<file path="src/rtl/timer_counter.sv">
// Memory-mapped down-counter timer: CTRL/PRESET/COUNT registers and a four-state
// IDLE/LOAD/CNT/INT sequencer that produces a maskable interrupt flag.
module timer_counter (
  input  logic        clk,
  input  logic        reset,
  input  logic [1:0]  Addr,
  input  logic        WE,
  input  logic [31:0] Din,
  output logic [31:0] Dout,
  output logic        IRQ
);

  typedef enum logic [1:0] {IDLE, LOAD, CNT, INT} state_t;

  state_t      state;
  logic [3:0]  ctrl;
  logic [31:0] preset;
  logic [31:0] count;
  logic        flag;

  logic       enable;
  logic [1:0] mode;
  assign enable = ctrl[0];
  assign mode   = ctrl[2:1];

  always_ff @(posedge clk or negedge reset) begin
    if (!reset) begin
      state  <= IDLE;
      ctrl   <= 4'b0;
      preset <= 32'b0;
      count  <= 32'b0;
      flag   <= 1'b0;
    end else begin
      case (state)
        IDLE: if (enable) state <= LOAD;
        LOAD: begin
          count <= preset;
          state <= CNT;
        end
        CNT: begin
          if (!enable) begin
            state <= IDLE;
          end else if (count > 32'd1) begin
            count <= count - 32'd1;
          end else begin
            // Terminal count of 0 or 1 both end here, so PRESET=0 acts as 1 and COUNT never wraps.
            count <= 32'b0;
            flag  <= 1'b1;
            state <= INT;
          end
        end
        INT: begin
          if (mode == 2'b01) begin
            flag  <= 1'b0;
            state <= LOAD;
          end else begin
            ctrl[0] <= 1'b0;
            state   <= IDLE;
          end
        end
        default: state <= IDLE;
      endcase

      // Placed after the FSM so a software CTRL write overrides the FSM's Enable/flag update.
      if (WE && Addr == 2'd0) begin
        ctrl <= Din[3:0];
        flag <= 1'b0;
      end
      if (WE && Addr == 2'd1) preset <= Din;
    end
  end

  always_comb begin
    Dout = 32'b0;
    case (Addr)
      2'd0:    Dout = {28'b0, ctrl};
      2'd1:    Dout = preset;
      2'd2:    Dout = count;
      default: Dout = 32'b0;
    endcase
  end

  assign IRQ = flag & ctrl[3];

endmodule

</file>
<file path="config.mk">
export PLATFORM = sky130hd
export DESIGN_NAME = timer_counter
export DESIGN_NICKNAME = d
export VERILOG_FILES = /design/src/rtl/timer_counter.sv
export SDC_FILE = /design/constraint.sdc
export NUM_CORES = 1
export LEC_CHECK = 0
export ABC_AREA = 1
export ABC_CLOCK_PERIOD_IN_PS = 3200
export CORE_MARGIN = 10
export CORE_UTILIZATION = 45
export CTS_BUF_LIST = sky130_fd_sc_hd__clkbuf_2
export CTS_CLUSTER_SIZE = 20
export DETAILED_ROUTE_END_ITERATION = 7
export HOLD_SLACK_MARGIN = 0.08
export PLACE_DENSITY = 0.69
export SLEW_MARGIN = 20
export SYNTH_ARGS = -nofsm -noshare
export SYNTH_HDL_FRONTEND = slang
export SYNTH_SLANG_ARGS = --single-unit
</file>
<file path="constraint.sdc">
create_clock -name clk -period 3.2 [get_ports clk]
set_clock_uncertainty 0.15 [all_clocks]
set_input_delay 0.64 -clock clk [delete_from_list [all_inputs] [get_ports clk]]
set_output_delay 0.64 -clock clk [all_outputs]
set_load 0.005 [all_outputs]
</file>
==> metrics, run 1 <==
outcome finished, final reports clean; core area 9330 um^2; fin nets 706; worst slack, placed 0.0782 ns; Inserted Clock Buffers 9; largest net degree at the start of global routing 33; crit path launch type primary input; simple-gate portion of the synthesized area 0.314; main combinational cell family by area after synthesis simple AND/OR/NAND/NOR gates; first-pass GRT wire length 20.1 mm; final-report setup violation count 0; H-Tree Depth 3; Worst-Margin Slew 0.740 ns; die extent in y 118 um; Starting Density 0.465; area share of fa/ha/maj cells after synthesis 0.00577; setup ws final 0.119 ns; sequential area share after synthesis 0.410; max-slew violation count 0; Synth Flop Type dfrtp_1; Pwr Total 3740 uW; initial antenna violation count 0; DRC 0; CTS tree done; fin crit period 3.08 ns; synth top area cells dfrtp_1 41%, nand2_1 17%, nor2_1 6.6%; synthesized cell area 4340 um^2; die area 14,000 um^2; GRT Overall Usage 0.171; Die X 118 um; crit path DAT 2.29 ns; IO Port Bufs 69; flops & latches, synth 71; Hold Vio Cnt, Final 0; clk buf depth 2; Clock Tree Root clkbuf_2; Antenna Violating Nets Remaining 0; EDFF count, synth 0; via-per-instance ratio 5.10; Hold/Removal Path Class flip-flop to flip-flop; n_diodes 0; Post-Route WL 11.8 mm; Cell Rows 35; Peak Freq 0.325 GHz; setup bufs post-CTS 0; synthesis warning total 0; max_cap viols 0; post-synth net total 637; Relative slew margins 0.506; Synth Area in Compound Gates 0.110; mux share of post-synthesis cell area 0.0519; CP max FO 8; Post-Route Setup TNS 0 ns; Worst EP required 2.41 ns; clk sinks 71; Layout area overhead 22.1%; crit path capture type output pin; GR Overflow Total 0; Leakage 0.00242 uW; largest area contributor in the synthesized netlist dfrtp_1; Worst Hold Depth 2; Async SR Flop Fraction 1.00; CP Class primary input to output pin; fin crit share 0.963; # IOs 70; drt pass-1 iters 5; routability cong. 1.00; share of layout cells above drive strength 1 0.0984; WL/cell 14.8 um; Syn Inst Count 598; vias in the first global route 4,012; RSZ-0062 raised after global routing no; maximum VDD drop 0.244 mV; Worst Reg-to-Reg Cells 6; Cell Pwr Density 706 nW/um^2; Worst-path clk slew 0.22 ns; Yosys top cell area share 0.410; DR iter-0 viols 278; Skew-Pair Late Insertion Delay 0.56 ns; DP HPWL 8.66 mm; synth unique cells 31; Vias 4,083; Synth Area in XOR/XNOR 0.0363; Mean Syn Cell Area 7.25 um^2
## cell usage after synthesis, drive strengths merged (5+ instances only)
cell	count
buf	8
a21oi	16
o21ai	51
mux2	20
xor2	17
nand2	203
a31oi	9
dfrtp	71
o211ai	5
inv	60
nand3	21
o22ai	7
clkbuf	11
nor2	89
## worst paths after layout
kind | start | endpoint | slack, ns
min in group asynchronous | reset | preset[13] | 0.48
worst max-delay path | Addr[0] | Dout[19] | 0.12
worst max register to register | state[0] | count[12] | 0.66
worst min-delay path | count[1] | count[1] | 0.39
worst min register to register | count[1] | count[1] | 0.39
max in group asynchronous | reset | count[27] | 1.62
## layout make-up
| class | count | area, um^2 |
|---|---|---|
| clock inverters | 6 | 62.6 |
| repair buffers | 77 | 773 |
| flip-flops and latches | 71 | 1780 |
| multi-input cells | 448 | 2250 |
| fillers | 892 | 4030 |
| well taps | 129 | 161 |
| inverters | 60 | 225 |
| clock buffers | 9 | 45.0 |
## worst max-delay path: stages
cell and delay (ns):
clkdlybuf4s50_1 0.48, inv_1 0.10, nor2_4 0.15, inv_1 0.18
o21ai_0 0.20, clkdlybuf4s50_1 0.53
## state kept, by name, indices dropped and copies added, names as in the netlist
name	flops
count	32
state	2
preset	32
flag	1
ctrl	4
## layer usage
layer / wire [um] / global-route usage / share of wire
met2: 5260 / 0.266 / 0.45
met5: 0 / 0 / 0
met1: 5690 / 0.231 / 0.48
met4: 186 / 0.0556 / 0.016
met3: 670 / 0.0376 / 0.057
## logic make-up after synthesis
logic type	Yosys count
compound gates	88
xor+xnor	18
fa+ha+maj	2
buf+inv	79
flops	71
mux	20
simple gates	320
## power by group
part / switching, uW / internal [uW]
clock network: 343 / 172
registers: 362 / 1180
logic: 1010 / 670
## timing repair
item / in CTS / in global routing
resized for setup: 0 / 2
hold endpoints to repair: 30 / 0
setup endpoints to repair: 0 / 7
hold buffers: 1 / 0
## metrics by stage
stage,util,cells,hold WS [ns],instance area (um^2)
after floorplan,-,598,0.194,4340
after CTS,0.567,800,0.392,5290
after detailed placement,0.555,784,0.342,5170
after global placement,0.555,784,0.346,5170
final,0.568,800,0.389,5300
after global routing,0.568,800,0.425,5300
## cells in the final DEF (no fill, tap or decap), types with 2 or more instances in the layout
master           instances
a21oi_1                 15
clkinv_2                 2
o21ai_0                 46
buf_4                    5
xor2_1                  17
mux2_2                  15
nand4_1                  4
nor2_2                   6
clkbuf_2                 9
nand3_1                 16
o22ai_1                  7
ha_1                     2
mux2_1                   5
inv_1                   58
nor2_1                  76
inv_2                    2
o21ai_1                  5
nor2_4                   6
nand2_1                196
buf_12                   2
nand2_2                  6
a31oi_1                  9
clkinvlp_4               3
dfrtp_1                 71
nor3_1                   2
clkdlybuf4s50_1         68
nand3_2                  5
o211ai_1                 5
No activity file was read; power rests on OpenSTA's default activity.
==> inputs of run 2 (changes only) <==
Settings changed: CTS_CLUSTER_SIZE 20 to 25.
==> results of run 2 <==
No change in the layout: final DEF, timing and power equal those of run 1.
==> inputs of run 3 (changes only) <==
Settings changed: ABC_AREA 1 to default, PLACE_DENSITY 0.69 to 0.7.
==> metrics, run 3 <==
Worst-Margin Slew 0.838 ns; outcome finished, final reports clean; Worst EP required 2.41 ns; Post-synth top cells 71 x dfrtp_1, 38 x nand2_1, 35 x mux2_2, 29 x a22o_1, 21 x o21ai_0; fin util 0.581; Hold Vio Cnt, Final 0; Cell Rows 34; largest net degree at the start of global routing 39; Worst-path clk slew 0.19 ns; post-synth net total 439; sequential area share after synthesis 0.444; Hold/Removal Path Class flip-flop to flip-flop; Crit Reg-Reg Startpoint count[5]; Relative slew margins 0.442; Cell Pwr Density 783 nW/um^2; initial antenna violation count 0; largest area contributor in the synthesized netlist dfrtp_1; # IOs 70; Yosys top cell area share 0.444; most frequent cells in the layout 71 x dfrtp_1, 67 x clkdlybuf4s50_1, 38 x nand2_1; via-per-instance ratio 6.04; synthesis warning total 0; crit path capture type output pin; WL/cell 18.7 um; hold endpoint flag; Clock Tree Root clkbuf_2; n_diodes 0; Synth Area in XOR/XNOR 0; Clock power frac 0.168; drt pass-1 iters 5; DRC 0; worst min-delay path startpoint flag; Psw 1600 uW; Starting Density 0.462; DR iter-0 viols 222; max-slew violation count 0; fin crit period 3.07 ns; fin nets 512; flops & latches, synth 71; GR Overflow Total 0; share of layout cells above drive strength 1 0.188; fin crit share 0.959; Sw Ratio 0.406; Synth Area in Compound Gates 0.220; Antenna Violating Nets Remaining 0; Worst Reg-to-Reg Cells 7; setup bufs post-CTS 0; synth unique cells 59; Mean Syn Cell Area 10.0 um^2; reg2reg end count[26]; routability cong. 0.892; CP Class primary input to output pin; Post-Route WL 11.0 mm; first-pass GRT wire length 18.4 mm; IO Port Bufs 69; Post-Route Setup TNS 0 ns; Pint 2350 uW; simple-gate portion of the synthesized area 0.180; Layout area overhead 26.0%; Vias 3,539; synth top area cells dfrtp_1 44%, mux2_2 9.8%, a22o_1 6.3%; flop2flop setup slack 0.23 ns; max_cap viols 0; mux share of post-synthesis cell area 0.108; commonest non-fill, non-tap cell in the layout dfrtp_1; area share of fa/ha/maj cells after synthesis 0.00625; Comb pwr share 0.430; crit path launch type primary input; Worst Hold Depth 2; Syn Inst Count 400; vias in the first global route 3,559; clk buf depth 2; Reg power frac 0.402; Inserted Clock Buffers 9; crit path DAT 2.28 ns; Peak Freq 0.326 GHz; Async SR Flop Fraction 1.00; maximum VDD drop 0.340 mV; DP HPWL 7.94 mm; most numerous cell in the Yosys netlist dfrtp_1; Skew-Pair Late Insertion Delay 0.54 ns; CTS tree done; Largest regs count x32, preset x32, ctrl x4; H-Tree Depth 3; Die X 114 um; die area 13,100 um^2; die extent in y 114 um; worst hold margin 0.392 ns; Synth Flop Type dfrtp_1; clk sinks 71; Leakage 0.00205 uW; core area 8680 um^2; CP max FO 15; synthesized cell area 4010 um^2; EDFF count, synth 0; GRT Overall Usage 0.172; final-report setup violation count 0; main combinational cell family by area after synthesis compound AO/OA/AOI/OAI gates
run 3: power groups by stage:
| stage | registers (uW) | logic (uW) | clock network, uW |
|---|---|---|---|
| CTS | 1580 | 1700 | 673 |
| global route | 1640 | 1890 | 711 |
| global placement | 1600 | 1660 | 0 |
| detailed placement | 1600 | 1690 | 0 |
| finish | 1590 | 1700 | 662 |
| floorplan | 1440 | 1200 | 0 |
run 3: how the worst max path moves through the flow:
stage	startpoint	to	slack [ns]	depth (start not counted)
floorplan	Addr[1]	Dout[5]	0.59	5
global placement	Addr[1]	Dout[17]	0.11	5
detailed placement	Addr[1]	Dout[16]	0.07	5
CTS	Addr[1]	Dout[16]	0.05	5
global route	Addr[0]	Dout[3]	-0.01	6
finish	Addr[0]	Dout[8]	0.13	5
run 3: routing by layer:
| layer | wire length, um | global-route usage | vias up |
|---|---|---|---|
| li1 | - | - | 1686 |
| met1 | 4800 | 0.222 | 1689 |
| met2 | 5120 | 0.268 | 146 |
| met3 | 857 | 0.0451 | 18 |
| met4 | 188 | 0.0660 | 0 |
| met5 | 0 | 0 | - |
run 3: repair_timing:
action / 4_1_cts / 5_1_grt
endpoints found under the setup margin: 0 / 16
resized for setup: 0 / 2
hold buffers: 1 / 0
hold endpoints to repair: 34 / 0
run 3: logic make-up after synthesis:
| kind of cell | count (synthesis) |
|---|---|
| AOI/OAI and AO/OA | 116 |
| adders and majority gates | 2 |
| buffers and inverters | 38 |
| DFF | 71 |
| muxes | 39 |
| and+or+nand+nor | 134 |
run 3: layout make-up:
type | count | area [um^2]
clock buffers | 9 | 45.0
clock inverters | 7 | 111
fillers | 784 | 3630
inverters | 9 | 33.8
multi-input cells | 291 | 2070
flip-flops and latches | 71 | 1780
well taps | 108 | 135
repair buffers | 91 | 872
run 3: per-stage QoR:
step	setup WS (ns)	std cells	area, um^2	power, uW
2_1_floorplan	0.595	400	4010	2640
3_3_place_gp	0.106	569	4870	3250
3_5_place_dp	0.0725	569	4870	3290
4_1_cts	0.0530	586	5040	3950
5_1_grt	-0.0117	586	5040	4240
6_report	0.131	586	5040	3950
run 3: worst max-delay path: stages:
cell,delay (ns)
clkdlybuf4s50_1,0.53
nor2b_2,0.20
buf_4,0.23
a22o_1,0.17
clkdlybuf4s50_1,0.51
